<file path="config.mk">
export PLATFORM = sky130hd
export DESIGN_NAME = div_sequencer_flat
export DESIGN_NICKNAME = d
export VERILOG_FILES = /design/src/rtl/div_sequencer_if.sv /design/src/rtl/div_sequencer.sv /design/src/flat_wrapper.sv
export SDC_FILE = /design/constraint.sdc
export NUM_CORES = 1
export LEC_CHECK = 0
export CAP_MARGIN = 20
export CORE_UTILIZATION = 57
export CTS_CLUSTER_SIZE = 8
export DETAILED_ROUTE_END_ITERATION = 8
export PLACE_DENSITY = 0.81
export SYNTH_ARGS = -nofsm -noshare
export SYNTH_HDL_FRONTEND = slang
export SYNTH_SLANG_ARGS = --single-unit
export TNS_END_PERCENT = 50
</file>
<file path="constraint.sdc">
create_clock -name clk -period 6.45 [get_ports clk]
set_input_delay 1.6125 -clock clk [delete_from_list [all_inputs] [get_ports clk]]
set_output_delay 1.6125 -clock clk [all_outputs]
set_load 0.02 [all_outputs]
</file>
<file path="src/rtl/div_sequencer_if.sv">
// Execute-stage <-> divide sequencer signal bundle.
// master: pipeline side (request, operands, flush); slave: the sequencer.
interface div_sequencer_if #(
   parameter int unsigned WIDTH = 32
);
   logic                 startE;
   logic                 signedE;
   logic [WIDTH-1:0]     srcaE;
   logic [WIDTH-1:0]     srcbE;
   logic                 flushE;
   logic                 stallE;
   logic                 validE;
   logic [2*WIDTH-1:0]   hiloresE;
   logic                 busy;

   modport master (
      output startE, signedE, srcaE, srcbE, flushE,
      input  stallE, validE, hiloresE, busy
   );

   modport slave (
      input  startE, signedE, srcaE, srcbE, flushE,
      output stallE, validE, hiloresE, busy
   );
endinterface

</file>
<file path="src/rtl/div_sequencer.sv">
// Multi-cycle DIV/DIVU controller for the Execute stage: radix-2 restoring
// divider on operand magnitudes, signed fix-up on completion, and a
// one-cycle result pulse on {hi = remainder, lo = quotient}.
module div_sequencer #(
   parameter int unsigned WIDTH = 32
) (
   input  logic           clk,
   input  logic           reset,
   div_sequencer_if.slave bus
);
   localparam int unsigned CW = (WIDTH > 1) ? $clog2(WIDTH) : 1;

   typedef enum logic [1:0] {
      S_IDLE,
      S_RUN,
      S_DONE
   } state_t;

   state_t             state_q, state_d;
   logic [WIDTH-1:0]   rem_q, rem_d;
   logic [WIDTH-1:0]   quo_q, quo_d;
   logic [WIDTH-1:0]   dvs_q, dvs_d;
   logic [CW-1:0]      cnt_q, cnt_d;
   logic               negq_q, negq_d;
   logic               negr_q, negr_d;
   logic [2*WIDTH-1:0] hilo_q, hilo_d;

   logic [WIDTH-1:0]   a_mag, b_mag;
   logic [WIDTH:0]     rem_sh;
   logic [WIDTH:0]     diff;
   logic [WIDTH-1:0]   rem_step, quo_step;
   logic [WIDTH-1:0]   q_fix, r_fix;

   // Operand magnitudes and one restoring step with sign fix-up of its result.
   always_comb begin
      a_mag = (bus.signedE && bus.srcaE[WIDTH-1]) ? -bus.srcaE : bus.srcaE;
      b_mag = (bus.signedE && bus.srcbE[WIDTH-1]) ? -bus.srcbE : bus.srcbE;

      rem_sh = {rem_q, quo_q[WIDTH-1]};
      // Since rem < divisor, the shifted remainder is below 2*divisor, so
      // bit WIDTH of the WIDTH+1-bit difference is exactly the borrow.
      diff   = rem_sh - {1'b0, dvs_q};
      if (diff[WIDTH]) begin
         rem_step = rem_sh[WIDTH-1:0];
         quo_step = {quo_q[WIDTH-2:0], 1'b0};
      end else begin
         rem_step = diff[WIDTH-1:0];
         quo_step = {quo_q[WIDTH-2:0], 1'b1};
      end

      q_fix = negq_q ? -quo_step : quo_step;
      r_fix = negr_q ? -rem_step : rem_step;
   end

   // Next-state and datapath register updates.
   always_comb begin
      state_d = state_q;
      rem_d   = rem_q;
      quo_d   = quo_q;
      dvs_d   = dvs_q;
      cnt_d   = cnt_q;
      negq_d  = negq_q;
      negr_d  = negr_q;
      hilo_d  = hilo_q;

      case (state_q)
         S_IDLE: begin
            if (bus.startE && !bus.flushE) begin
               dvs_d  = b_mag;
               quo_d  = a_mag;
               rem_d  = '0;
               cnt_d  = '0;
               negq_d = bus.signedE & (bus.srcaE[WIDTH-1] ^ bus.srcbE[WIDTH-1]);
               negr_d = bus.signedE & bus.srcaE[WIDTH-1];
               if (bus.srcbE == '0) begin
                  hilo_d  = {bus.srcaE, {WIDTH{1'b1}}};
                  state_d = S_DONE;
               end else begin
                  state_d = S_RUN;
               end
            end
         end
         S_RUN: begin
            rem_d = rem_step;
            quo_d = quo_step;
            cnt_d = cnt_q + 1'b1;
            if (cnt_q == CW'(WIDTH - 1)) begin
               hilo_d  = {r_fix, q_fix};
               state_d = S_DONE;
            end
         end
         S_DONE: begin
            state_d = S_IDLE;
         end
         default: begin
            state_d = S_IDLE;
         end
      endcase

      if (bus.flushE) begin
         state_d = S_IDLE;
         hilo_d  = hilo_q;
      end
   end

   // State and datapath registers with synchronous reset.
   always_ff @(posedge clk) begin
      if (reset) begin
         state_q <= S_IDLE;
         rem_q   <= '0;
         quo_q   <= '0;
         dvs_q   <= '0;
         cnt_q   <= '0;
         negq_q  <= 1'b0;
         negr_q  <= 1'b0;
         hilo_q  <= '0;
      end else begin
         state_q <= state_d;
         rem_q   <= rem_d;
         quo_q   <= quo_d;
         dvs_q   <= dvs_d;
         cnt_q   <= cnt_d;
         negq_q  <= negq_d;
         negr_q  <= negr_d;
         hilo_q  <= hilo_d;
      end
   end

   // Pipeline-facing status outputs.
   always_comb begin
      bus.stallE   = bus.startE & (state_q != S_DONE) & ~bus.flushE & ~reset;
      bus.validE   = (state_q == S_DONE) & ~bus.flushE & ~reset;
      bus.busy     = (state_q != S_IDLE);
      bus.hiloresE = hilo_q;
   end
endmodule

</file>
<file path="src/flat_wrapper.sv">
// flat-port wrapper written by rule: the top's interface ports become plain ports
module div_sequencer_flat 
#(
   parameter int unsigned WIDTH = 32
)
  (clk, reset, bus_startE, bus_signedE, bus_srcaE, bus_srcbE, bus_flushE, bus_stallE, bus_validE, bus_hiloresE, bus_busy);
  div_sequencer_if #(.WIDTH(WIDTH)) bus_i ();
  input  logic clk;
  input  logic reset;
  input wire logic [$bits(bus_i.startE)-1:0] bus_startE;
  input wire logic [$bits(bus_i.signedE)-1:0] bus_signedE;
  input wire logic [$bits(bus_i.srcaE)-1:0] bus_srcaE;
  input wire logic [$bits(bus_i.srcbE)-1:0] bus_srcbE;
  input wire logic [$bits(bus_i.flushE)-1:0] bus_flushE;
  output wire logic [$bits(bus_i.stallE)-1:0] bus_stallE;
  output wire logic [$bits(bus_i.validE)-1:0] bus_validE;
  output wire logic [$bits(bus_i.hiloresE)-1:0] bus_hiloresE;
  output wire logic [$bits(bus_i.busy)-1:0] bus_busy;
  assign bus_i.startE = bus_startE;
  assign bus_i.signedE = bus_signedE;
  assign bus_i.srcaE = bus_srcaE;
  assign bus_i.srcbE = bus_srcbE;
  assign bus_i.flushE = bus_flushE;
  assign bus_stallE = bus_i.stallE;
  assign bus_validE = bus_i.validE;
  assign bus_hiloresE = bus_i.hiloresE;
  assign bus_busy = bus_i.busy;
  div_sequencer #(.WIDTH(WIDTH)) u_core (.clk(clk), .reset(reset), .bus(bus_i));
endmodule
</file>
==> key figures, run 1 <==
Drt
  • DRT Pass-1 Iters: 6
  • Vias: 12.6k
  • Post-route DRC: 0
  • Vias/cell: 6.47
  • 1st-iter DRT viols: 1509
  • Routed WL: 38100 um
  • Routed WL per cell: 19.6 um
  • Routed Antenna Nets: 0

Global route
  • Global-route wire length before repair: 61100 um
  • Congestion Overflow GR: 0
  • Overall routing resource usage: 0.356
  • Grt met2 use: 0.542
  • Routing usage on met3: 0.0659
  • Largest net degree at the start of global routing: 83
  • Vias in the first global route: 11.5k
  • Met1 usage: 0.502
  • Gr busiest metal: met2
  • Initial antenna violation count: 0

Cells and area
  • Design area: 0.0140 mm^2
  • Nets: 1767
  • Share of cells above drive strength 1: 0.0568
  • Synthesis-to-finish area growth: 17.2%
  • Final Core Density: 0.685
  • Filler instances: 1730
  • Antenna diodes: 0

Synth
  • Ys flop type: dfxtp_1
  • Top cells by count, synth: 249 x nor2_1, 169 x dfxtp_1, 119 x nand2_1
  • Avg Cell Area, Syn: 7.47 um^2
  • Sequential fraction of the synthesis area: 0.284
  • Ys async rst share: 0
  • Count leader, synth: nor2_1
  • Cell area after synthesis: 0.0119 mm^2
  • Post-Synthesis Cells: 1593
  • Syn. warnings: 0
  • Syn Nets: 1701
  • Yosys reg bits: 169
  • Synth top area share: 0.284
  • EDFF count, synth: 0
  • Ranking of synthesized cells by area: dfxtp_1 28%, nor2_1 7.9%, xor2_1 5.0%
  • Distinct cells, synth: 83
  • Cell accounting for the most synthesized area: dfxtp_1

Floorplan
  • Total I/O pin count: 136
  • DIE WIDTH: 147 um
  • Die H: 147 um
  • Core area: 0.0204 mm^2
  • Total die area: 0.0215 mm^2
  • Starting Density: 0.584
  • Row cnt: 52

STA
  • Max Freq: 178 MHz
  • Tmin final: 5610 ps
  • Fin. max-slew vios: 0
  • Final setup TNS: 0 ps
  • Crit share post-route: 0.870
  • RSZ-0062 raised after global routing: no
  • Endpoints failing setup: 0
  • Slew HR: 0.294
  • Skew final: 11.3 ps
  • Fin. Hold Viols: 0
  • Worst-Margin Slew: 1060 ps

CTS
  • Worst skew pair latency: 440 ps
  • Root Buffer: clkbuf_16
  • H-tree depth: 4
  • Hold Buf Count CTS: 0
  • Num CTS Buffers: 17
  • TritonCTS clock tree: built
  • Setup bufs post-CTS: 0
  • Register clock-pin slew on the reported worst setup and hold paths: 80 ps
  • Clock buffer depth: 2
  • CTS resizes: 0
  • TritonCTS Sinks: 169

Placed design
  • Final GP Congestion: 1.01
  • Post-DP Area: 0.0133 mm^2
  • # port buffers: 135
  • Post-DP HPWL: 27900 um

Critical path
  • Crit-path max FO: 14
  • Crit path capture type: register
  • CP required: 6810 ps
  • Kind of critical path: register to register
  • Setup crit start kind: register
  • Worst Path Arrival: 5970 ps

Power and ir drop
  • Peak supply drop: 0.000174 V
  • Leakage: 5.03 nW
  • Pwr/cell area: 198 mW/mm^2

Worst hold path
  • Worst min path class: register to register

Run status
  • Status: finished clean

Run
  • Max-cap viol count: 0
placed cells by master, fill, tap and decap left out, drive strengths merged, types with 21 or more instances in the layout:
cell,synthesis,layout
clkdlybuf4s50,0,134
a211oi,74,74
inv,54,62
xor2,68,68
ha,38,38
o21ai,87,87
nor2,249,249
a21oi,113,113
nand2,119,119
nor3,37,37
a31oi,34,34
xnor2,52,52
o31ai,25,25
a311oi,29,29
mux2i,24,24
dfxtp,169,169
a2111oi,21,21
or3,31,31
nand3,35,35
worst paths after layout:
path                                 start                                    to  slack, ps  cells past startpoint
min          u_core.dvs_q[19]$_SDFFE_PP0P_         u_core.dvs_q[19]$_SDFFE_PP0P_        460                      2
min reg2reg  u_core.dvs_q[19]$_SDFFE_PP0P_         u_core.dvs_q[19]$_SDFFE_PP0P_        460                      2
max          u_core.quo_q[31]$_SDFFE_PP0P_  u_core.bus.hiloresE[62]$_SDFFE_PP0P_        840                     19
max reg2reg  u_core.quo_q[31]$_SDFFE_PP0P_  u_core.bus.hiloresE[62]$_SDFFE_PP0P_        840                     19
report_power, final:
part,internal (W),switching [W]
clock network,0.000588,0.000491
registers,0.00107,0.0000394
logic,0.000219,0.000350
total,0.00188,0.000881
critical path: stages, from the launching register on:
cell,delay (ps)
dfxtp_1,370
inv_1,70
ha_1,160
inv_1,50
fa_1,430
a211oi_2,280
o211ai_1,160
a41o_1,250
o2111a_1,290
nor3_2,640
nor2_4,60
inv_1,450
nor2_1,100
a21oi_1,180
ha_1,230
o21ai_2,150
or4_4,610
or3_1,400
or4b_1,470
a31oi_1,160
state kept, by name, summed over array words and instances, names as in the netlist:
name                 flops
u_core.bus.hiloresE     64
u_core.dvs_q            32
u_core.quo_q            32
u_core.rem_q            32
u_core.cnt_q             5
u_core.state_q           2
u_core.negq_q            1
u_core.negr_q            1
area by class of cell:
cell class | instances | area (um^2) | area share
multi-input combinational | 1264 | 7940 | 0.569
sequential | 169 | 3380 | 0.243
timing repair buffer | 153 | 1480 | 0.106
clock buffer | 18 | 429 | 0.0308
tap | 270 | 338 | 0.0242
inverter | 54 | 203 | 0.0145
clock inverter | 14 | 176 | 0.0126
metal layers:
| metal | vias to the layer above | wire, um |
|---|---|---|
| met1 | 5853 | 16700 |
| met2 | 682 | 16700 |
| li1 | 5942 | - |
| met4 | 0 | 1100 |
| met5 | - | 0 |
| met3 | 90 | 3570 |
per-stage QoR:
stage	hold slack [ps]	power [W]	std cells	worst slack [ps]
after floorplan	432	0.00150	1593	969
after global placement	442	0.00168	1910	1180
after detailed placement	454	0.00168	1910	983
after CTS	466	0.00274	1942	915
after global routing	481	0.00285	1942	468
final	462	0.00276	1942	840
cells by family (layout without fill, tap and decap cells):
logic type / Yosys count / in the layout / synth area share
AND/OR/NAND/NOR: 580 / 580 / 0.226
AO/OA/AOI/OAI: 491 / 491 / 0.278
flip-flops: 169 / 169 / 0.284
buffers and inverters: 160 / 239 / 0.0517
XOR/XNOR: 120 / 120 / 0.0883
adder cells (fa/ha/maj): 39 / 39 / 0.0416
multiplexers: 34 / 34 / 0.0296
No activity file was read; power rests on OpenSTA's default activity.
==> inputs of run 2 (changes only) <==
- SKIP_LAST_GASP: not set -> 1
- SLEW_MARGIN: not set -> 30
==> run 2 against run 1 <==
  * Power is essentially flat
  * First-iteration DRC count rose by 0.33%
  * Worst hold slack about the same
  * Largest power group unchanged
  * Via count increased by 0.16%
  * Clock skew barely moved
  * Count of clock-buffer cells in the layout is the same
  * Clock power about the same
  * Sequential cell count stayed put
  * Die area unchanged
  * Cell count unchanged
  * Global-route usage stayed put
==> key figures, run 2 (synthesized netlist as in run 1, its figures left out) <==
Cells and area
  • Register area: 0.00338 mm^2
  • Design area: 0.0140 mm^2
  • Antenna diodes: 0
  • Commonest cells after routing, fill and taps aside: 248 x nor2_1, 168 x dfxtp_1, 134 x clkdlybuf4s50_1
  • Synthesis-to-finish area growth: 17.2%
  • Number of flip-flops in the largest register: 64
  • Share of cells above drive strength 1: 0.0574
  • Post-Layout Cell Count: 1942
  • Nets: 1767
  • Multi-input gate area: 0.00794 mm^2
  • Filler instances: 1730
  • Final Core Density: 0.685
  • Commonest non-fill, non-tap cell in the layout: nor2_1

STA
  • Slew HR: 0.329
  • Max Freq: 179 MHz
  • RSZ-0062 raised after global routing: no
  • Skew final: 11.4 ps
  • Final setup TNS: 0 ps
  • Tmin final: 5600 ps
  • Worst-Margin Slew: 982 ps
  • Endpoints failing setup: 0
  • Fin. Hold Viols: 0
  • Fin. max-slew vios: 0
  • Crit share post-route: 0.868

Global route
  • Congestion Overflow GR: 0
  • Global-route wire length before repair: 61100 um
  • Largest net degree at the start of global routing: 83
  • Initial antenna violation count: 0
  • Overall routing resource usage: 0.356
  • Vias in the first global route: 11.5k

Run status
  • Status: finished clean

Drt
  • Vias/cell: 6.48
  • 1st-iter DRT viols: 1514
  • Post-route DRC: 0
  • Routed WL: 38100 um
  • DRT Pass-1 Iters: 6
  • Routed WL per cell: 19.6 um
  • Routed Antenna Nets: 0
  • Vias: 12.6k

CTS
  • H-tree depth: 4
  • TritonCTS Sinks: 169
  • Register clock-pin slew on the reported worst setup and hold paths: 80 ps
  • Num CTS Buffers: 17
  • Setup bufs post-CTS: 0
  • Worst skew pair latency: 440 ps
  • Clock buffer depth: 2
  • CTS resizes: 0
  • Root Buffer: clkbuf_16
  • TritonCTS clock tree: built
  • Hold Buf Count CTS: 0

Critical path
  • Reg2reg end: u_core.bus.hiloresE[62]$_SDFFE_PP0P_
  • Crit path capture type: register
  • Setup crit start kind: register
  • Kind of critical path: register to register
  • Crit-path max FO: 14
  • R2R depth: 19
  • Worst Path Arrival: 5960 ps
  • Worst reg2reg startpoint: u_core.quo_q[31]$_SDFFE_PP0P_
  • CP required: 6810 ps
  • Worst R2R Setup Slack: 850 ps

Placed design
  • Placed cell count: 1910
  • # port buffers: 135
  • Post-DP Area: 0.0133 mm^2
  • Post-DP HPWL: 27900 um
  • Final GP Congestion: 1.01

Worst hold path
  • Hold Path End: u_core.dvs_q[19]$_SDFFE_PP0P_
  • Worst min path class: register to register
  • Beginning of the worst hold path: u_core.dvs_q[19]$_SDFFE_PP0P_
  • Hold depth: 2

Floorplan
  • Total I/O pin count: 136
  • Row cnt: 52
  • Starting Density: 0.584
  • Total die area: 0.0215 mm^2
  • DIE WIDTH: 147 um
  • Die H: 147 um
  • Core area: 0.0204 mm^2

Power and ir drop
  • P_sw: 0.000879 W
  • Clock share of power: 0.390
  • Combinational power share: 0.206
  • Pwr/cell area: 198 mW/mm^2
  • Sequential Power Share: 0.403
  • Sw Ratio: 0.318
  • Leakage: 5.03 nW
  • Peak supply drop: 0.000174 V
  • Internal: 0.00188 W

Run
  • Max-cap viol count: 0
[run 2: worst max-delay path, stage by stage, from the launching register on]
cell	delay, ps
dfxtp_1	360
inv_1	70
ha_1	160
inv_1	50
fa_1	430
a211oi_2	280
o211ai_1	160
a41o_1	250
o2111a_1	290
nor3_2	640
nor2_4	60
inv_1	450
nor2_1	100
a21oi_1	180
ha_1	240
o21ai_2	150
or4_4	610
or3_1	400
or4b_1	470
a31oi_1	160
[run 2: power by group through the flow]
stage	sequential, W	combinational [W]	clock [W]
final	0.00111	0.000570	0.00108
after global routing	0.00112	0.000617	0.00112
after CTS	0.00111	0.000554	0.00108
after detailed placement	0.00113	0.000549	0
after global placement	0.00113	0.000546	0
after floorplan	0.00112	0.000383	0
[run 2: layout make-up]
cell class / instances / area share
flip-flops and latches: 169 / 0.243
inverters: 54 / 0.0145
clock inverters: 14 / 0.0126
multi-input cells: 1264 / 0.569
clock buffers: 18 / 0.0308
well taps: 270 / 0.0242
repair buffers: 153 / 0.106
[run 2: per-layer routing]
layer	global-route usage	vias up	routed length, um
met5	0	-	0
met4	0.121	0	1110
met3	0.0659	95	3660
met2	0.542	694	16700
met1	0.502	5860	16700
li1	-	5938	-
[run 2: how the worst max path moves through the flow]
| stage | start | to | slack, ps | cells past startpoint |
|---|---|---|---|---|
| floorplan | u_core.quo_q[31]$_SDFFE_PP0P_ | u_core.bus.hiloresE[62]$_SDFFE_PP0P_ | 970 | 20 |
| global route | u_core.quo_q[31]$_SDFFE_PP0P_ | u_core.bus.hiloresE[62]$_SDFFE_PP0P_ | 470 | 19 |
| detailed placement | u_core.quo_q[31]$_SDFFE_PP0P_ | u_core.bus.hiloresE[62]$_SDFFE_PP0P_ | 980 | 19 |
| finish | u_core.quo_q[31]$_SDFFE_PP0P_ | u_core.bus.hiloresE[62]$_SDFFE_PP0P_ | 850 | 19 |
| global placement | u_core.quo_q[31]$_SDFFE_PP0P_ | u_core.bus.hiloresE[62]$_SDFFE_PP0P_ | 1180 | 19 |
| CTS | u_core.quo_q[31]$_SDFFE_PP0P_ | u_core.bus.hiloresE[62]$_SDFFE_PP0P_ | 910 | 19 |
[run 2: metrics by stage]
stage	power [W]	setup WS [ps]	hold WS, ps
6_report	0.00276	850	462
5_1_grt	0.00285	468	481
4_1_cts	0.00274	915	466
3_5_place_dp	0.00168	983	454
3_3_place_gp	0.00168	1180	442
2_1_floorplan	0.00150	969	432
